`src/rtl/lsu_pkg.sv`:
```
// lsu_pkg -- shared definitions for the load/store unit.
//   funct3 size/extension codes, FSM state encoding, exception cause codes,
//   and a helper that classifies a funct3 code as legal or illegal.
package lsu_pkg;

  localparam logic [2:0] F3_B  = 3'b000;
  localparam logic [2:0] F3_H  = 3'b001;
  localparam logic [2:0] F3_W  = 3'b010;
  localparam logic [2:0] F3_BU = 3'b100;
  localparam logic [2:0] F3_HU = 3'b101;

  localparam logic [1:0] EXC_NONE    = 2'b00;
  localparam logic [1:0] EXC_MIS_LD  = 2'b01;
  localparam logic [1:0] EXC_MIS_ST  = 2'b10;
  localparam logic [1:0] EXC_ILLEGAL = 2'b11;

  typedef enum logic [2:0] {
    IDLE    = 3'd0,
    REQ_RD  = 3'd1,
    WAIT_RD = 3'd2,
    REQ_WR  = 3'd3,
    WAIT_WR = 3'd4,
    DONE    = 3'd5
  } lsu_state_t;

  // Only the five size/extension codes are meaningful; everything else traps.
  function automatic logic f3_legal(input logic [2:0] f3);
    logic ok;
    case (f3)
      F3_B, F3_H, F3_W, F3_BU, F3_HU: ok = 1'b1;
      default:                        ok = 1'b0;
    endcase
    return ok;
  endfunction

endpackage

```
`src/rtl/lsu_lane_align.sv`:
```
// lsu_lane_align -- combinational byte-lane steering for the LSU.
//   word      : 32-bit memory word (lane k = bits [8k+7:8k])
//   addr_lo   : byte offset within the word
//   funct3    : access size / extension code
//   wdata     : right-aligned store data (only the low halfword is ever merged)
//   load_data : selected lane(s), sign- or zero-extended to 32 bits
//   merged    : word with the addressed lane(s) replaced by wdata (RMW image)
// Halfword lanes use addr_lo[1] only, so a halfword at an odd offset is
// treated as aligned to its containing halfword.
module lsu_lane_align
  import lsu_pkg::*;
(
  input  logic [31:0] word,
  input  logic [1:0]  addr_lo,
  input  logic [2:0]  funct3,
  input  logic [15:0] wdata,
  output logic [31:0] load_data,
  output logic [31:0] merged
);

  logic [7:0]  byte_s;
  logic [15:0] half_s;

  // Lane extraction, extension and merge.
  always_comb begin
    byte_s    = word[{addr_lo, 3'b000} +: 8];
    half_s    = word[{addr_lo[1], 4'b0000} +: 16];
    load_data = word;
    merged    = word;
    case (funct3)
      F3_B: begin
        load_data = {{24{byte_s[7]}}, byte_s};
        merged[{addr_lo, 3'b000} +: 8] = wdata[7:0];
      end
      F3_BU: begin
        load_data = {24'h000000, byte_s};
        merged[{addr_lo, 3'b000} +: 8] = wdata[7:0];
      end
      F3_H: begin
        load_data = {{16{half_s[15]}}, half_s};
        merged[{addr_lo[1], 4'b0000} +: 16] = wdata;
      end
      F3_HU: begin
        load_data = {16'h0000, half_s};
        merged[{addr_lo[1], 4'b0000} +: 16] = wdata;
      end
      default: begin
        load_data = word;
        merged    = word;
      end
    endcase
  end

endmodule

```
`src/rtl/lsu_mem_initiator.sv`:
```
// lsu_mem_initiator -- load/store unit driving a word-granular data memory.
//   Execute side : op_valid/op_ready handshake, op_store, op_funct3, op_addr,
//                  op_wdata, op_tag.
//   Writeback    : res_valid pulse with res_wb, res_data, res_tag.
//   Memory side  : mem_req/mem_we/mem_a/mem_wd out, mem_rd/mem_ready in
//                  (ready is a one-cycle pulse one cycle after mem_req).
//   Exceptions   : exc_valid pulse with exc_cause, coincident with res_valid.
// Byte/halfword stores are done as read-modify-write of the containing word.
// Build option: define LSU_MISALIGN_TRAP_EN to trap misaligned H/HU/W accesses;
// without it the offending low address bits are ignored.
module lsu_mem_initiator
  import lsu_pkg::*;
#(
  parameter int TAG_W  = 5,
  parameter int ADDR_W = 32
) (
  input  logic              clk,
  input  logic              rstn,
  input  logic              op_valid,
  output logic              op_ready,
  input  logic              op_store,
  input  logic [2:0]        op_funct3,
  input  logic [ADDR_W-1:0] op_addr,
  input  logic [31:0]       op_wdata,
  input  logic [TAG_W-1:0]  op_tag,
  output logic              res_valid,
  output logic              res_wb,
  output logic [31:0]       res_data,
  output logic [TAG_W-1:0]  res_tag,
  output logic              mem_req,
  output logic              mem_we,
  output logic [31:0]       mem_a,
  output logic [31:0]       mem_wd,
  input  logic [31:0]       mem_rd,
  input  logic              mem_ready,
  output logic              exc_valid,
  output logic [1:0]        exc_cause
);

  lsu_state_t state_r, next_state_s;

  logic              accept_s, legal_s, misalign_s, rd_resp_s;
  logic [1:0]        trap_cause_s;
  logic [31:0]       load_data_s, merged_s;

  logic [1:0]        addr_lo_r;
  logic [2:0]        f3_r;
  logic [15:0]       wdata_r;
  logic [TAG_W-1:0]  tag_r;
  logic              store_r;

  logic              op_ready_nxt_s, mem_req_nxt_s, mem_we_nxt_s;
  logic              res_valid_nxt_s, res_wb_nxt_s, exc_valid_nxt_s;
  logic [31:0]       res_data_nxt_s, mem_a_nxt_s, mem_wd_nxt_s;
  logic [TAG_W-1:0]  res_tag_nxt_s;
  logic [1:0]        exc_cause_nxt_s;

  assign accept_s  = (state_r == IDLE) && op_valid;
  assign legal_s   = f3_legal(op_funct3);
  assign rd_resp_s = (state_r == WAIT_RD) && mem_ready;

`ifdef LSU_MISALIGN_TRAP_EN
  assign misalign_s = (((op_funct3 == F3_H) || (op_funct3 == F3_HU)) && op_addr[0]) ||
                      ((op_funct3 == F3_W) && (op_addr[1:0] != 2'b00));
`else
  assign misalign_s = 1'b0;
`endif

  // Illegal funct3 takes priority over misalignment.
  assign trap_cause_s = !legal_s ? EXC_ILLEGAL : (op_store ? EXC_MIS_ST : EXC_MIS_LD);

  // Read data is steered straight from mem_rd, which is only valid in the ready cycle.
  lsu_lane_align u_lane_align (
    .word      (mem_rd),
    .addr_lo   (addr_lo_r),
    .funct3    (f3_r),
    .wdata     (wdata_r),
    .load_data (load_data_s),
    .merged    (merged_s)
  );

  // State register.
  always_ff @(posedge clk or negedge rstn) begin
    if (!rstn) begin
      state_r <= IDLE;
    end else begin
      state_r <= next_state_s;
    end
  end

  // Next-state logic; responses outside WAIT_* states are ignored.
  always_comb begin
    next_state_s = state_r;
    case (state_r)
      IDLE: begin
        if (!op_valid) begin
          next_state_s = IDLE;
        end else if (!legal_s || misalign_s) begin
          next_state_s = DONE;
        end else if (op_store && (op_funct3 == F3_W)) begin
          next_state_s = REQ_WR;
        end else begin
          next_state_s = REQ_RD;
        end
      end
      REQ_RD:  next_state_s = WAIT_RD;
      WAIT_RD: begin
        if (!mem_ready) begin
          next_state_s = WAIT_RD;
        end else if (store_r) begin
          next_state_s = REQ_WR;
        end else begin
          next_state_s = DONE;
        end
      end
      REQ_WR:  next_state_s = WAIT_WR;
      WAIT_WR: begin
        if (mem_ready) begin
          next_state_s = DONE;
        end else begin
          next_state_s = WAIT_WR;
        end
      end
      DONE:    next_state_s = IDLE;
      default: next_state_s = IDLE;
    endcase
  end

  // Output decode: next-cycle values of every registered output.
  always_comb begin
    op_ready_nxt_s  = (next_state_s == IDLE);
    mem_req_nxt_s   = (next_state_s == REQ_RD) || (next_state_s == REQ_WR);
    mem_we_nxt_s    = (next_state_s == REQ_WR);
    res_valid_nxt_s = (next_state_s == DONE);
    res_wb_nxt_s    = 1'b0;
    res_data_nxt_s  = 32'h0000_0000;
    res_tag_nxt_s   = {TAG_W{1'b0}};
    exc_valid_nxt_s = 1'b0;
    exc_cause_nxt_s = EXC_NONE;
    mem_a_nxt_s     = mem_a;
    mem_wd_nxt_s    = mem_wd;

    // A word store issues op_wdata directly; an RMW later overwrites mem_wd.
    if (accept_s) begin
      mem_a_nxt_s  = 32'({op_addr[ADDR_W-1:2], 2'b00});
      mem_wd_nxt_s = op_wdata;
    end else if (rd_resp_s && store_r) begin
      mem_a_nxt_s  = mem_a;
      mem_wd_nxt_s = merged_s;
    end else begin
      mem_a_nxt_s  = mem_a;
      mem_wd_nxt_s = mem_wd;
    end

    // IDLE -> DONE only happens for a trapped op.
    if ((next_state_s == DONE) && (state_r == IDLE)) begin
      res_tag_nxt_s   = op_tag;
      exc_valid_nxt_s = 1'b1;
      exc_cause_nxt_s = trap_cause_s;
    end else if (next_state_s == DONE) begin
      res_wb_nxt_s    = !store_r;
      res_data_nxt_s  = store_r ? 32'h0000_0000 : load_data_s;
      res_tag_nxt_s   = tag_r;
    end else begin
      res_wb_nxt_s    = 1'b0;
      res_data_nxt_s  = 32'h0000_0000;
      res_tag_nxt_s   = {TAG_W{1'b0}};
    end
  end

  // Output registers.
  always_ff @(posedge clk or negedge rstn) begin
    if (!rstn) begin
      op_ready  <= 1'b1;
      mem_req   <= 1'b0;
      mem_we    <= 1'b0;
      mem_a     <= 32'h0000_0000;
      mem_wd    <= 32'h0000_0000;
      res_valid <= 1'b0;
      res_wb    <= 1'b0;
      res_data  <= 32'h0000_0000;
      res_tag   <= {TAG_W{1'b0}};
      exc_valid <= 1'b0;
      exc_cause <= EXC_NONE;
    end else begin
      op_ready  <= op_ready_nxt_s;
      mem_req   <= mem_req_nxt_s;
      mem_we    <= mem_we_nxt_s;
      mem_a     <= mem_a_nxt_s;
      mem_wd    <= mem_wd_nxt_s;
      res_valid <= res_valid_nxt_s;
      res_wb    <= res_wb_nxt_s;
      res_data  <= res_data_nxt_s;
      res_tag   <= res_tag_nxt_s;
      exc_valid <= exc_valid_nxt_s;
      exc_cause <= exc_cause_nxt_s;
    end
  end

  // Op attributes latched at accept for use in later states.
  always_ff @(posedge clk or negedge rstn) begin
    if (!rstn) begin
      addr_lo_r <= 2'b00;
      f3_r      <= 3'b000;
      wdata_r   <= 16'h0000;
      tag_r     <= {TAG_W{1'b0}};
      store_r   <= 1'b0;
    end else if (accept_s) begin
      addr_lo_r <= op_addr[1:0];
      f3_r      <= op_funct3;
      wdata_r   <= op_wdata[15:0];
      tag_r     <= op_tag;
      store_r   <= op_store;
    end else begin
      addr_lo_r <= addr_lo_r;
      f3_r      <= f3_r;
      wdata_r   <= wdata_r;
      tag_r     <= tag_r;
      store_r   <= store_r;
    end
  end

endmodule

```
`config.mk`:
```
export PLATFORM = sky130hd
export DESIGN_NAME = lsu_mem_initiator
export DESIGN_NICKNAME = d
export VERILOG_FILES = /design/src/rtl/lsu_pkg.sv /design/src/rtl/lsu_lane_align.sv /design/src/rtl/lsu_mem_initiator.sv
export SDC_FILE = /design/constraint.sdc
export NUM_CORES = 1
export LEC_CHECK = 0
export ABC_AREA = 1
export CAP_MARGIN = 10
export CORE_MARGIN = 10
export CORE_UTILIZATION = 45
export DETAILED_ROUTE_END_ITERATION = 8
export GPL_TIMING_DRIVEN = 1
export PLACE_DENSITY = 0.8
export SYNTH_ARGS = -nofsm -noshare
export SYNTH_HDL_FRONTEND = slang
export SYNTH_SLANG_ARGS = --single-unit
```
`constraint.sdc`:
```
create_clock -name clk -period 5 [get_ports clk]
set_input_delay 0.75 -clock clk [delete_from_list [all_inputs] [get_ports clk]]
set_output_delay 0.75 -clock clk [all_outputs]
set_load 0.02 [all_outputs]
```
==> results of run 1 <==
[layer usage]
metal  wire (µm)  part of all wire (%)  global-route usage, %
met3        3080                    12                   9.67
met5          13                 0.051                      0
met4         886                   3.5                   9.81
met1       10300                    41                   28.1
met2       11000                    44                   34.9
[per-stage QoR]
| stage | hold WS [ns] | power (µW) |
|---|---|---|
| 6_report | 0.417 | 6490 |
| 5_1_grt | 0.494 | 6960 |
| 4_1_cts | 0.458 | 6490 |
| 3_5_place_dp | 0.466 | 5190 |
| 3_3_place_gp | 0.460 | 5160 |
| 2_1_floorplan | 0.449 | 3910 |
[sequential cells by signal, indices dropped and copies added (netlist names)]
register,cells
f3_r,3
state_r,3
exc_valid,1
wdata_r,16
op_ready,1
res_tag,5
store_r,1
exc_cause,2
res_wb,1
res_data,32
mem_wd,32
mem_a,30
res_valid,1
mem_req,1
mem_we,1
addr_lo_r,2
tag_r,5
[cell type report]
cell class | instances | area, µm²
Antenna cell | 1 | 2.50
Clock buffer | 17 | 425
Clock inverter | 15 | 156
Fill cell | 1389 | 5810
Inverter | 86 | 325
Multi-Input combinational cell | 720 | 3210
Sequential cell | 137 | 3430
Tap cell | 216 | 270
Timing Repair Buffer | 221 | 2200
[cells by family after synthesis]
family / after synthesis / share of synthesized area [%]
compound gates: 226 / 16.4
fa+ha+maj: 5 / 0.866
buf+inv: 139 / 8.23
flops: 137 / 47.5
other cells: 1 / 0.0519
simple gates: 487 / 26.9
[worst max-delay path: stages (launching register included)]
cell	delay [ns]
dfrtp_1	0.56
inv_1	0.43
ha_1	0.43
clkinv_1	0.49
nand3_1	0.26
o21ai_0	0.16
nand2_1	0.09
nand2_1	0.11
nand2_1	0.08
a21oi_1	0.07
[final timing paths]
path	startpoint	end	slack, ns	cells after the start
setup / recovery	addr_lo_r[0]	mem_wd[10]	2.20	9
hold / removal	rstn	res_data[14]	0.42	1
setup reg to reg	addr_lo_r[0]	mem_wd[10]	2.20	9
hold reg to reg	mem_wd[0]	mem_wd[0]	0.48	2
max in group asynchronous	rstn	wdata_r[7]	3.60	2
min in group clk	mem_wd[0]	mem_wd[0]	0.48	2
[power by group through the flow]
stage	clock network (µW)	registers (µW)	logic, µW
floorplan	0	2130	1770
CTS	1280	1860	3350
finish	1270	1870	3350
detailed placement	0	1870	3330
global route	1320	1910	3720
global placement	0	1870	3290
[cells in the mapped netlist, drive strengths merged]
| master | n |
|---|---|
| nor2 | 86 |
| buf | 37 |
| clkbuf | 16 |
| nand2 | 356 |
| o211ai | 11 |
| ha | 5 |
| a31oi | 1 |
| dfstp | 1 |
| nand3 | 40 |
| o21bai | 10 |
| a21boi | 1 |
| nand4 | 2 |
| dfrtp | 136 |
| nor3 | 3 |
| conb | 1 |
| inv | 85 |
| a21oi | 83 |
| clkinv | 1 |
| o21ai | 120 |
==> results.yml, run 1 <==
clock_tree:
  cts_root_buffer: "clkbuf_16"
  cts.path.max_buffers: 2
  cts_tree: "done"
  post-cts-setup-buffers: 0
  cts_sinks: 137
  hold_buffers: 0
  ctsResizeCount: 0
  clkTransAtPathRegs_ns: 0.07
  insertion_delay_ns: 0.43
  cts_buffers: 17
  h-tree-depth: 4
finish:
  fin_area_um2: 10000
  drive_gt1_share_pct: 4.68
  mostFrequentLayoutCell: "nand2_1"
  fin_nets: 1297
  final_cell_mix: "351 x nand2_1, 214 x clkdlybuf4s50_1, 136 x dfrtp_1, 110 x o21ai_0, 84 x nor2_1"
  final_cells: 1413
  post-route-util_pct: 63.3
  area_growth_pct: 38.7
placed_design:
  hpwl_um: 18600
  dp_cells: 1380
  portBuffers: 215
  pre_cts_ws_ns: 1.94
  gp_congestion: 0.983
  place_area_um2: 9430
worst_setup_path:
  crit_fanout: 17
  cp_data_arrival_time_ns: 3.12
  end_kind: "register"
  required_ns: 5.32
  crit_type: "reg2reg"
  crit_path_start_kind: "register"
yosys:
  ys_seq_area_share_pct: 47.5
  synth_top_area_share_pct: 47.1
  synth_area_leaders: "dfrtp_1 47%, nand2_1 18%, o21ai_0 7.6%, a21oi_1 5.8%, nor2_1 4.4%"
  synth_cells: 995
  ys_seq_elements: 137
  syn_area_um2: 7220
  yosysWarnings: 0
  avgSynthCellArea_um2: 7.26
  synthDistinctLibCells: 29
  yosys.area.top_type: "dfrtp_1"
sta:
  relSlewSlack_pct: 38.9
  worst_slew_pin_slew_ns: 0.916
  max_freq_mhz: 357
  slew_viol_final: 0
  setup_tns_ns: 0
  setup_slack_ns: 2.20
  fin_skew_ns: 0.00940
  setup_viol: 0
  min_period_ns: 2.80
  timing.final.crit_share_pct: 56.1
  rsz0062_at_grt: "no"
  finalHoldViolCount: 0
pwr:
  power_frac_seq_pct: 28.8
  switching_share_pct: 46.7
  power_density_nw_per_um2: 648
  p_int_uw: 3460
  p_sw_uw: 3030
  comb_power_share_pct: 51.7
  pwr-share-clk_pct: 19.5
  power_leakage_uw: 0.00489
  vdd_drop_max_v: 0.000355
global_routing:
  grt_max_degree: 105
  grt_pass1_vias: 7291
  grtUsageTotal_pct: 23.0
  grt.overflow.total: 0
  antenna_found_initial: 3
  grt_pass1_wl_um: 39700
floorplan:
  pin_count: 218
  die_area_um2: 21500
  initial_core_util_pct: 45.6
  fp-row-count: 46
  dieWidth_um: 147
  core_area_um2: 15800
  die_y_um: 147
route:
  avgViaCountPerCell: 5.22
  wire_per_inst_um: 17.9
  vias: 7376
  remaining_drc_errors: 0
  drt-pass1-iter-count: 6
  drtIter0Drc: 729
  ant_nets: 0
  finalWirelength_um: 25200
flow_run:
  max-cap-violations: 0
worst_hold_path:
  min_path_type: "in2async"
run_status:
  status: "finished, final reports clean"
Power figures use the tool's default switching activity.
==> run 2: changes to the inputs <==
==> constraint.sdc (replaced) <==
create_clock -name clk -period 2.6 [get_ports clk]
set_input_delay 0.39 -clock clk [delete_from_list [all_inputs] [get_ports clk]]
set_output_delay 0.39 -clock clk [all_outputs]
set_load 0.02 [all_outputs]
==> results.yml, run 2 (synthesized netlist as in run 1, its figures left out) <==
global_routing:
  grt_pass1_vias: 7460
  grt_max_degree: 83
  antenna_found_initial: 1
  grtUsageTotal_pct: 23.8
  grt_pass1_wl_um: 41200
  grt.overflow.total: 0
clock_tree:
  hold_buffers: 1
  cts_sinks: 137
  cts.path.max_buffers: 2
  cts_buffers: 17
  h-tree-depth: 4
  cts_tree: "done"
  cts_root_buffer: "clkbuf_16"
  ctsResizeCount: 0
  clkTransAtPathRegs_ns: 0.06
  post-cts-setup-buffers: 0
  insertion_delay_ns: 0.43
worst_setup_path:
  end_kind: "register"
  reg2reg_from: "addr_lo_r[1]"
  cp_data_arrival_time_ns: 2.32
  crit_path_start_kind: "register"
  crit_type: "reg2reg"
  crit_path_start: "addr_lo_r[1]"
  crit_fanout: 49
  r2r-end: "mem_wd[21]"
  cp-endpoint: "mem_wd[21]"
  required_ns: 2.91
  reg2regPathDepth: 7
  reg2reg_setup_slack_ns: 0.59
route:
  ant_nets: 0
  avgViaCountPerCell: 5.17
  remaining_drc_errors: 0
  drt-pass1-iter-count: 6
  finalWirelength_um: 25500
  wire_per_inst_um: 17.9
  vias: 7386
  drtIter0Drc: 844
sta:
  timing.final.crit_share_pct: 77.3
  min_period_ns: 2.01
  rsz0062_at_grt: "no"
  worst_slew_pin_slew_ns: 0.616
  finalHoldViolCount: 0
  slew_viol_final: 0
  max_freq_mhz: 497
  relSlewSlack_pct: 58.9
  holdWs_ns: 0.477
  fin_skew_ns: 0.0103
  setup_tns_ns: 0
  setup_viol: 0
floorplan:
  die_area_um2: 21500
  fp-row-count: 46
  initial_core_util_pct: 45.6
  dieWidth_um: 147
  pin_count: 218
  die_y_um: 147
  core_area_um2: 15800
finish:
  regArea_um2: 3430
  final_cell_mix: "351 x nand2_1, 214 x clkdlybuf4s50_1, 136 x dfrtp_1, 110 x o21ai_0, 84 x nor2_1"
  area_growth_pct: 40.8
  fin_nets: 1313
  biggestRegsByFlops: "mem_wd x32, res_data x32, mem_a x30"
  antenna_cells: 0
  mostFrequentLayoutCell: "nand2_1"
  fin_area_um2: 10200
  fillers: 1362
  drive_gt1_share_pct: 5.78
  multi_input_area_um2: 3210
placed_design:
  hpwl_um: 19500
  portBuffers: 215
  place_area_um2: 9570
  gp_congestion: 0.972
pwr:
  vdd_drop_max_v: 0.000717
  power_density_nw_per_um2: 1250
  power_leakage_uw: 0.00497
worst_hold_path:
  min_path_cells: 2
  min_path_type: "reg2reg"
run_status:
  status: "finished, final reports clean"
flow_run:
  max-cap-violations: 0
run 2: changes by cell type in the layout (fill, tap and decap cells not counted), moves of 2 or more:
| cell | previous run | this run |
|---|---|---|
| clkinvlp_4 | 2 | 4 |
| inv_6 | 5 | 3 |
| inv_8 | 4 | 0 |
| buf_12 | 0 | 2 |
| buf_4 | 6 | 19 |
run 2: critical path, cell delays in order, from the launching register on:
cell and delay [ns]:
dfrtp_1 0.36, buf_4 0.41, ha_1 0.42, inv_1 0.22, nor2_1 0.14, nor2_1 0.05, o21bai_1 0.20, nand2_1 0.08
run 2: worst min-delay path by stage:
stage / from / to / slack, ns
finish: mem_wd[0] / mem_wd[0] / 0.48
global route: op_addr[21] / mem_a[21] / 0.50
CTS: op_addr[21] / mem_a[21] / 0.48
detailed placement: rstn / f3_r[0] / 0.44
global placement: rstn / mem_wd[2] / 0.42
floorplan: rstn / addr_lo_r[0] / 0.09
run 2: layout make-up:
type	count	area share, %
timing repair buffer	237	23.1
sequential	137	33.7
clock inverter	13	1.42
clock buffer	19	4.36
inverter	86	3.20
multi-input combinational	720	31.6
tap	216	2.66
run 2: report_power, final:
part / switching (µW) / internal (µW) / leakage (µW) / total, µW
Sequential: 637 / 2940 / 0.00175 / 3570
Clock: 976 / 1440 / 0.000276 / 2420
Combinational: 4180 / 2500 / 0.00294 / 6670
Total: 5790 / 6880 / 0.00497 / 12700
run 2: per-stage QoR:
step / setup WS (ns) / utilization, % / total power [µW] / std cells
2_1_floorplan: 0.565 / - / 7520 / 996
3_3_place_gp: 0.483 / 60.5 / 10100 / 1395
3_5_place_dp: 0.377 / 60.5 / 10200 / 1395
4_1_cts: 0.620 / 64.2 / 12700 / 1428
5_1_grt: 0.432 / 64.2 / 13600 / 1428
6_report: 0.590 / 64.2 / 12700 / 1428
run 2: metal layers:
layer  share of wire (%)  global-route usage [%]  vias to the layer above
li1                    -                       -                     3584
met1                  40                    29.3                     3373
met2                  45                    36.1                      380
met3                  12                    10.4                       47
met4                 2.7                    8.76                        2
met5               0.035                       0                        -
==> run 3: changes to the inputs <==
==> constraint.sdc (replaced) <==
create_clock -name clk -period 2.01 [get_ports clk]
set_input_delay 0.3015 -clock clk [delete_from_list [all_inputs] [get_ports clk]]
set_output_delay 0.3015 -clock clk [all_outputs]
set_load 0.02 [all_outputs]
==> results.yml, run 3 (synthesized netlist as in run 1, its figures left out) <==
clock_tree:
  cts.path.max_buffers: 2
  cts_root_buffer: "clkbuf_16"
  cts_buffers: 17
  clkTransAtPathRegs_ns: 0.06
  h-tree-depth: 4
  post-cts-setup-buffers: 0
  insertion_delay_ns: 0.43
  cts_tree: "done"
  cts_sinks: 137
route:
  vias: 7449
  wire_per_inst_um: 17.8
  finalWirelength_um: 25700
  drtIter0Drc: 713
  avgViaCountPerCell: 5.18
  met3_length_um: 2970
  highest_layer: "met4"
  remaining_drc_errors: 0
  wl_met2_um: 11800
  ant_nets: 0
  drt-pass1-iter-count: 6
  wl_met1_um: 10000
floorplan:
  dieWidth_um: 147
  die_area_um2: 21500
  die_y_um: 147
  pin_count: 218
  fp-row-count: 46
  core_area_um2: 15800
  initial_core_util_pct: 45.6
sta:
  setup_tns_ns: 0
  setup_slack_ns: 0.156
  worst_slew_pin_slew_ns: 0.607
  finalHoldViolCount: 0
  min_period_ns: 1.85
  timing.final.crit_share_pct: 92.3
  rsz0062_at_grt: "no"
  slew_viol_final: 0
  relSlewSlack_pct: 59.5
  max_freq_mhz: 539
  fin_skew_ns: 0.0138
  setup_viol: 0
worst_setup_path:
  crit_fanout: 1
  crit_path_start_kind: "register"
  crit_type: "reg2out"
  cp_data_arrival_time_ns: 1.55
  max_stage_delay_ns: 0.60
  critPathSlowestCell: "clkdlybuf4s50_1"
  critPathBufInv: 1
  required_ns: 1.71
  end_kind: "primary output"
  crit_family: "buffers and inverters"
  reg2reg_setup_slack_ns: 0.18
  crit_path_cell_trace: "clkdlybuf4s50_1"
worst_hold_path:
  min_path_type: "in2async"
placed_design:
  gp_congestion: 0.994
  pre_cts_ws_ns: -0.0299
  portBuffers: 215
  hpwl_um: 19400
global_routing:
  grt_pass1_wl_um: 40900
  grt.overflow.total: 0
  antenna_found_initial: 1
  grtUsageTotal_pct: 23.8
  grt_max_degree: 83
  grt_pass1_vias: 7563
finish:
  final_cell_mix: "350 x nand2_1, 214 x clkdlybuf4s50_1, 136 x dfrtp_1, 109 x o21ai_0, 84 x nor2_1"
  drive_gt1_share_pct: 6.71
  biggestRegsByFlops: "mem_wd x32, res_data x32, mem_a x30"
  fin_nets: 1323
  mostFrequentLayoutCell: "nand2_1"
  area_growth_pct: 43.4
pwr:
  vdd_drop_max_v: 0.000907
  power_leakage_uw: 0.00507
  power_density_nw_per_um2: 1640
flow_run:
  max-cap-violations: 0
run_status:
  status: "finished, final reports clean"
[run 3: changes by cell type in the layout (fill, tap and decap cells not counted), sizes merged, moves of 2 or more]
cell	previous run	this run
clkinv	5	3
bufinv	2	5
buf	22	32
inv	88	86
clkbuf	19	21
[run 3: what timing repair did]
action | CTS | global route
hold endpoints to repair | 29 | 0
hold buffers | 1 | 0
setup endpoints to repair | 0 | 9
gates resized for setup | 0 | 4
[run 3: cell type report]
class,count,area [µm²]
antenna,1,2.50
clock buffer,21,470
clock inverter,11,193
fill,1369,5470
inverter,86,329
multi-input combinational,720,3210
sequential,137,3430
tap,216,270
timing repair buffer,247,2450
[run 3: final timing paths]
path / to / startpoint / cells after the start
setup reg to reg: res_data[15] / state_r[0] / 5
max in group asynchronous: wdata_r[1] / rstn / 3
setup / recovery: op_ready / op_ready / 1
hold reg to reg: mem_a[19] / mem_a[19] / 2
hold / removal: res_data[7] / rstn / 2
min in group clk: mem_a[26] / op_addr[26] / 3
[run 3: metal layers]
metal	track usage (%)	vias up
li1	-	3598
met1	28.2	3408
met2	37.4	392
met3	9.27	51
met4	10.4	0
met5	0	-
[run 3: stage by stage]
step | instance area, µm² | instances | power (µW) | utilization, % | hold WS (ns)
final | 10400 | 1439 | 17000 | 65.4 | 0.335
after global routing | 10400 | 1438 | 18200 | 65.4 | 0.366
after CTS | 10300 | 1438 | 17000 | 65.4 | 0.340
after detailed placement | 9670 | 1405 | 13300 | 61.1 | 0.213
after global placement | 9670 | 1405 | 13200 | 61.1 | 0.208
after floorplan | 7230 | 996 | 9730 | - | 0.00591
[run 3: report_power, final]
group | internal (µW) | total [µW] | leakage, µW | switching, µW
Combinational | 3370 | 8850 | 0.00300 | 5480
Clock | 2300 | 3530 | 0.000320 | 1230
Sequential | 3800 | 4600 | 0.00175 | 796
==> patch 1: new RTL, settings of run 2 <==
The parameter `TAG_W` goes from 5 to 7.
--- a/src/rtl/lsu_mem_initiator.sv
+++ b/src/rtl/lsu_mem_initiator.sv
@@ -12,5 +12,5 @@
   import lsu_pkg::*;
 #(
-  parameter int TAG_W  = 5,
+  parameter int TAG_W  = 7,
   parameter int ADDR_W = 32
 ) (
Interface: changed (resized op_tag and res_tag); port bits go from 218 to 222. No check against the original RTL was run, so the function may have changed too.
==> patch 1 against run 2 <==
- count of clock-buffer cells in the layout is 1 higher
- design area is 3.1% higher
- sequential cell count grew 4
- synthesized area up 5.2%
- total power grew 4.3%
- combinational power increased by 6.3%
- sequential share of layout area shrank 0.072 points
- largest cell class unchanged
- setup slack got worse by 0.25 ns
- critical path type unchanged
- core utilization down 1.0 points
- routed wire length up 5.6%
==> patch 1: results (changes against run 2) <==
| Metric | Value |
|---|---|
| Status | `complete, no violations` |
| Sequential cell area | `3530 um2 (+2.9%)` |
| CP max stage delay | `0.51 ns (+0.09 ns)` |
| #MultiIn Comb | `758 (+5.3%)` |
| DRT Pass-1 Iters | `5 (-1)` |
| Maximum VDD drop | `751 uV (+4.7%)` |
| Library cells used by synthesis | `36 (+24%)` |
| Signal buf overhead | `22.6% (-0.49 points)` |
| Hold Crit Class | `in -> async` |
| Area contributors post-synth | `dfrtp_1 (46%), nand2_1 (20%), o21ai_0 (7.1%)` |
| Switching pwr | `6.17 mW (+6.5%)` |
| Wirelength per Cell | `18.3 um (+2.3%)` |
| Seq/Total Area, Yosys | `46.5% (-1.0 points)` |
| Fillers | `1494 (+9.7%)` |
| Antenna violations before repair | `0 (-1)` |
| Highest routed layer | `met4` |
| Inverter count | `87 (+1.2%)` |
| #FFs+latches synth | `141 (+2.9%)` |
| Gpl congestion | `1.05 (+8.1%)` |
| First-pass GRT wire length | `41900 um (+1.8%)` |
| Arrival @ worst endpoint | `2.57 ns (+0.25 ns)` |
| Slew @ Worst Pin | `0.530 ns (-0.0862 ns)` |
| Clock buffers | `20 (+1)` |
| Leakage power | `5.16 nW (+3.7%)` |
| Gr usage total | `23.9% (+0.12 points)` |
| Post-placement cell area | `9890 um2 (+3.4%)` |
patch 1: cell types whose count changed in the layout (fill, tap and decap cells not counted), moves of 3 or more:
| cell | run 2 | this run |
|---|---|---|
| clkdlybuf4s50_1 | 214 | 218 |
| nand2_1 | 351 | 398 |
| nor2_1 | 84 | 103 |
| a21oi_2 | 0 | 7 |
| buf_4 | 19 | 14 |
| a21oi_1 | 83 | 46 |
| nand4_1 | 1 | 22 |
| o211ai_1 | 11 | 8 |
| o21ai_0 | 110 | 107 |
| dfrtp_1 | 136 | 140 |
| o21bai_1 | 10 | 2 |
| nand2_2 | 5 | 2 |
| o21ai_1 | 10 | 0 |
patch 1: power by group through the flow:
stage / logic, mW / registers (mW) / clock network [mW]
5_1_grt: 7.83 / 3.75 / 2.57
6_report: 7.09 / 3.68 / 2.44
4_1_cts: 7.07 / 3.65 / 2.47
3_3_place_gp: 6.95 / 3.65 / 0
3_5_place_dp: 7.04 / 3.67 / 0
2_1_floorplan: 3.81 / 4.20 / 0
patch 1: logic make-up (layout without fill, tap and decap cells):
| group | Yosys count | in the layout | synth area share, % |
|---|---|---|---|
| simple gates | 578 | 578 | 31.6 |
| compound gates | 173 | 173 | 12.2 |
| buf+inv | 145 | 356 | 8.86 |
| flops | 141 | 141 | 46.5 |
| fa+ha+maj | 5 | 5 | 0.824 |
| other cells | 1 | 2 | 0.0494 |
patch 1: per-stage QoR:
step / setup slack (ns) / utilization (%) / hold slack [ns] / total power [mW] / instances
final: 0.344 / 63.2 / 0.459 / 13.2 / 1475
after global routing: 0.117 / 63.2 / 0.492 / 14.1 / 1475
after CTS: 0.399 / 63.2 / 0.470 / 13.2 / 1475
after detailed placement: 0.383 / 59.7 / 0.353 / 10.7 / 1442
after global placement: 0.430 / 59.7 / 0.350 / 10.6 / 1442
after floorplan: 0.471 / - / 0.0944 / 8.02 / 1044
patch 1: layer usage:
| metal | vias to the layer above | track usage (%) |
|---|---|---|
| li1 | 3697 | - |
| met1 | 3509 | 29.7 |
| met2 | 396 | 35.1 |
| met3 | 61 | 9.96 |
| met4 | 0 | 11.6 |
| met5 | - | 0 |
patch 1: final timing paths:
path | startpoint | end | slack [ns] | cells after the start
setup / recovery | addr_lo_r[0]$_DFFE_PN0P_ | mem_wd[15]$_DFFE_PN0P_ | 0.34 | 9
hold / removal | rstn | res_data[29]$_DFF_PN0_ | 0.46 | 2
setup reg to reg | addr_lo_r[0]$_DFFE_PN0P_ | mem_wd[15]$_DFFE_PN0P_ | 0.34 | 9
hold reg to reg | mem_a[18]$_DFFE_PN0P_ | mem_a[18]$_DFFE_PN0P_ | 0.47 | 2
max in group asynchronous | rstn | op_ready$_DFF_PN1_ | 1.34 | 3
min in group clk | mem_a[18]$_DFFE_PN0P_ | mem_a[18]$_DFFE_PN0P_ | 0.47 | 2
==> patch 2: new RTL, settings of run 2 <==
Without the edit above. Re-encode `lsu_state_t` (6 states) as Gray code, 3 bits wide.
--- a/src/rtl/lsu_pkg.sv
+++ b/src/rtl/lsu_pkg.sv
@@ -16,10 +16,10 @@
 
   typedef enum logic [2:0] {
-    IDLE    = 3'd0,
-    REQ_RD  = 3'd1,
-    WAIT_RD = 3'd2,
-    REQ_WR  = 3'd3,
-    WAIT_WR = 3'd4,
-    DONE    = 3'd5
+    IDLE    = 3'b000,
+    REQ_RD  = 3'b001,
+    WAIT_RD = 3'b011,
+    REQ_WR  = 3'b010,
+    WAIT_WR = 3'b110,
+    DONE    = 3'b111
   } lsu_state_t;
 
Formal check against the unedited RTL: same outputs for any inputs over 4 cycles, from zero or initial values and one cycle with rstn low; so few cycles prove little.
==> patch 2 against run 2 <==
- setup slack got worse by 0.13 ns
- highest routed layer is now met4
- routed wire length increased by 1.3%
- synthesized area is 3.1% higher
- total power decreased by 1.0%
- first-iteration DRC count is 12% lower
- sequential cell count did not move
- design area rose by 1.5%
- via count grew 1.0%
==> patch 2: results (changes against run 2) <==
| Metric | Value |
|---|---|
| Wirelength per Cell | `17.5 um (-2.0%)` |
| Gr usage total | `23.0% (-0.75 points)` |
| Worst-path maximum fanout | `33 (-33%)` |
| R2R depth | `8 (+1)` |
| # H-tree levels | `4 (unchanged)` |
| Vias per cell | `5.05 (-2.3%)` |
| Status | `complete, no violations` |
| Final Skew | `0.0139 ns (+0.00358 ns)` |
| Share of cells above drive strength 1 | `6.27% (+0.49 points)` |
| Hold Path Cell Cnt | `2 (unchanged)` |
| Hold_buf cts | `1 (unchanged)` |
| Area contributors post-synth | `dfrtp_1 (46%), nand2_1 (20%), o21ai_0 (6.8%)` |
| Rel. slew slack | `50.3% (-8.6 points)` |
| Leakage power | `5.17 nW (+4.0%)` |
| Total placed cells including tap cells | `1443 (+3.4%)` |
| Main synth FF type | `dfrtp_1` |
| Hold Crit Class | `reg -> reg` |
| Gpl congestion | `0.930 (-4.3%)` |
| Synth async-reset ratio | `100% (unchanged)` |
| Synth top cells by count | `nand2_1 (392), dfrtp_1 (136), inv_1 (101), o21ai_0 (101), nor2_1 (91)` |
| Antenna violations before repair | `0 (-1)` |
| Setup bufs post-CTS | `0 (unchanged)` |
| Post-Synth Adder-Cell Area | `0.840% (-0.026 points)` |
| First-pass GRT wire length | `40200 um (-2.4%)` |
| Synth Area in Compound Gates | `13.1% (-3.4 points)` |
| Diode count | `0 (unchanged)` |
| PostCTS Resize Cnt | `0 (unchanged)` |
| Syn Inst Count | `1045 (+5.0%)` |
| Clk Latency, worst-skew pair | `0.43 ns (about the same)` |
| Number of global-route vias before repair | `7377 (-1.1%)` |
| Pin count of the biggest net entering global routing | `75 (-9.6%)` |
| Seq/Total Area, Yosys | `46.1% (-1.4 points)` |
| Cell family contributing the most delay on the critical path | `simple AND/OR/NAND/NOR gates` |
| Hpwl dp | `19300 um (-1.0%)` |
| Mux contribution to synthesized area | `0.756% (+0.76 points)` |
| TritonCTS buffer count | `17 (unchanged)` |
| Slowest-stage cell, CP | `nand4_4` |
| Reg clk slew, reported paths | `0.06 ns (about the same)` |
| Library cells used by synthesis | `35 (+21%)` |
| Arrival @ worst endpoint | `2.47 ns (+0.15 ns)` |
| Final nets | `1361 (+3.7%)` |
| Xor and xnor fraction of the mapped netlist area | `0% (unchanged)` |
| Biggest regs | `mem_wd: 32 flops, res_data: 32 flops, mem_a: 30 flops` |
| IO buf count | `215 (unchanged)` |
| Maximum VDD drop | `669 uV (-6.7%)` |
| CP max stage delay | `0.46 ns (+0.04 ns)` |
| Longest Clk Path Bufs | `2 (unchanged)` |
| WL final | `25800 um (+1.3%)` |
| DRT Pass-1 Iters | `5 (-1)` |
| Yosys Warn Count | `0 (unchanged)` |
| Root buf cell | `clkbuf_16` |
| DRT iter0 DRCs | `739 (-12%)` |
| Switching pwr | `5.74 mW (-0.85%)` |
## patch 2: worst paths after layout
path / start / endpoint / slack (ns)
setup / recovery: state_r[1]$_DFF_PN0_ / res_data[21]$_DFF_PN0_ / 0.46
hold / removal: mem_a[23]$_DFFE_PN0P_ / mem_a[23]$_DFFE_PN0P_ / 0.48
setup reg to reg: state_r[1]$_DFF_PN0_ / res_data[21]$_DFF_PN0_ / 0.46
hold reg to reg: mem_a[23]$_DFFE_PN0P_ / mem_a[23]$_DFFE_PN0P_ / 0.48
max in group asynchronous: rstn / op_ready$_DFF_PN1_ / 1.33
min in group asynchronous: rstn / res_wb$_DFF_PN0_ / 0.54
## patch 2: layout make-up
cell class	instances	area (um2)
fillers	1386	5740
flip-flops and latches	137	3430
multi-input cells	750	3360
repair buffers	237	2330
clock buffers	24	462
inverters	104	390
well taps	216	270
clock inverters	8	73.8
## patch 2: power groups by stage
| stage | logic [mW] | registers (mW) | clock network, mW |
|---|---|---|---|
| 6_report | 6.78 | 3.52 | 2.24 |
| 5_1_grt | 7.47 | 3.61 | 2.37 |
| 4_1_cts | 6.79 | 3.51 | 2.27 |
| 3_5_place_dp | 6.75 | 3.53 | 0 |
| 3_3_place_gp | 6.65 | 3.52 | 0 |
| 2_1_floorplan | 3.53 | 4.08 | 0 |
## patch 2: logic make-up after synthesis
family,count (synthesis)
AND/OR/NAND/NOR,555
AO/OA/AOI/OAI,183
buffers and inverters,159
flip-flops,137
multiplexers,5
adder cells (fa/ha/maj),5
other,1
## patch 2: metal layers
metal,global-route usage (%),part of all wire (%),vias to the layer above
met5,0,0,-
met4,6.39,1.7,0
met3,8.89,12,33
met2,36.2,46,360
met1,28.8,40,3400
li1,-,-,3667
## patch 2: per-stage QoR
step | utilization, % | hold slack (ns) | cell area [um2] | total power, mW | setup slack (ns)
floorplan | - | 0.0944 | 7450 | 7.61 | 0.565
global placement | 60.9 | 0.411 | 9780 | 10.2 | 0.289
detailed placement | 60.9 | 0.424 | 9780 | 10.3 | 0.205
CTS | 64.3 | 0.481 | 10300 | 12.6 | 0.470
global route | 64.3 | 0.490 | 10300 | 13.5 | 0.256
finish | 64.3 | 0.479 | 10300 | 12.5 | 0.458
## patch 2: worst reg2reg max path: cells and delay by family, from the launching register on
family,cells,cell delay (ns)
simple gates,6,1.32
buf+inv,2,0.31
flops,1,0.42
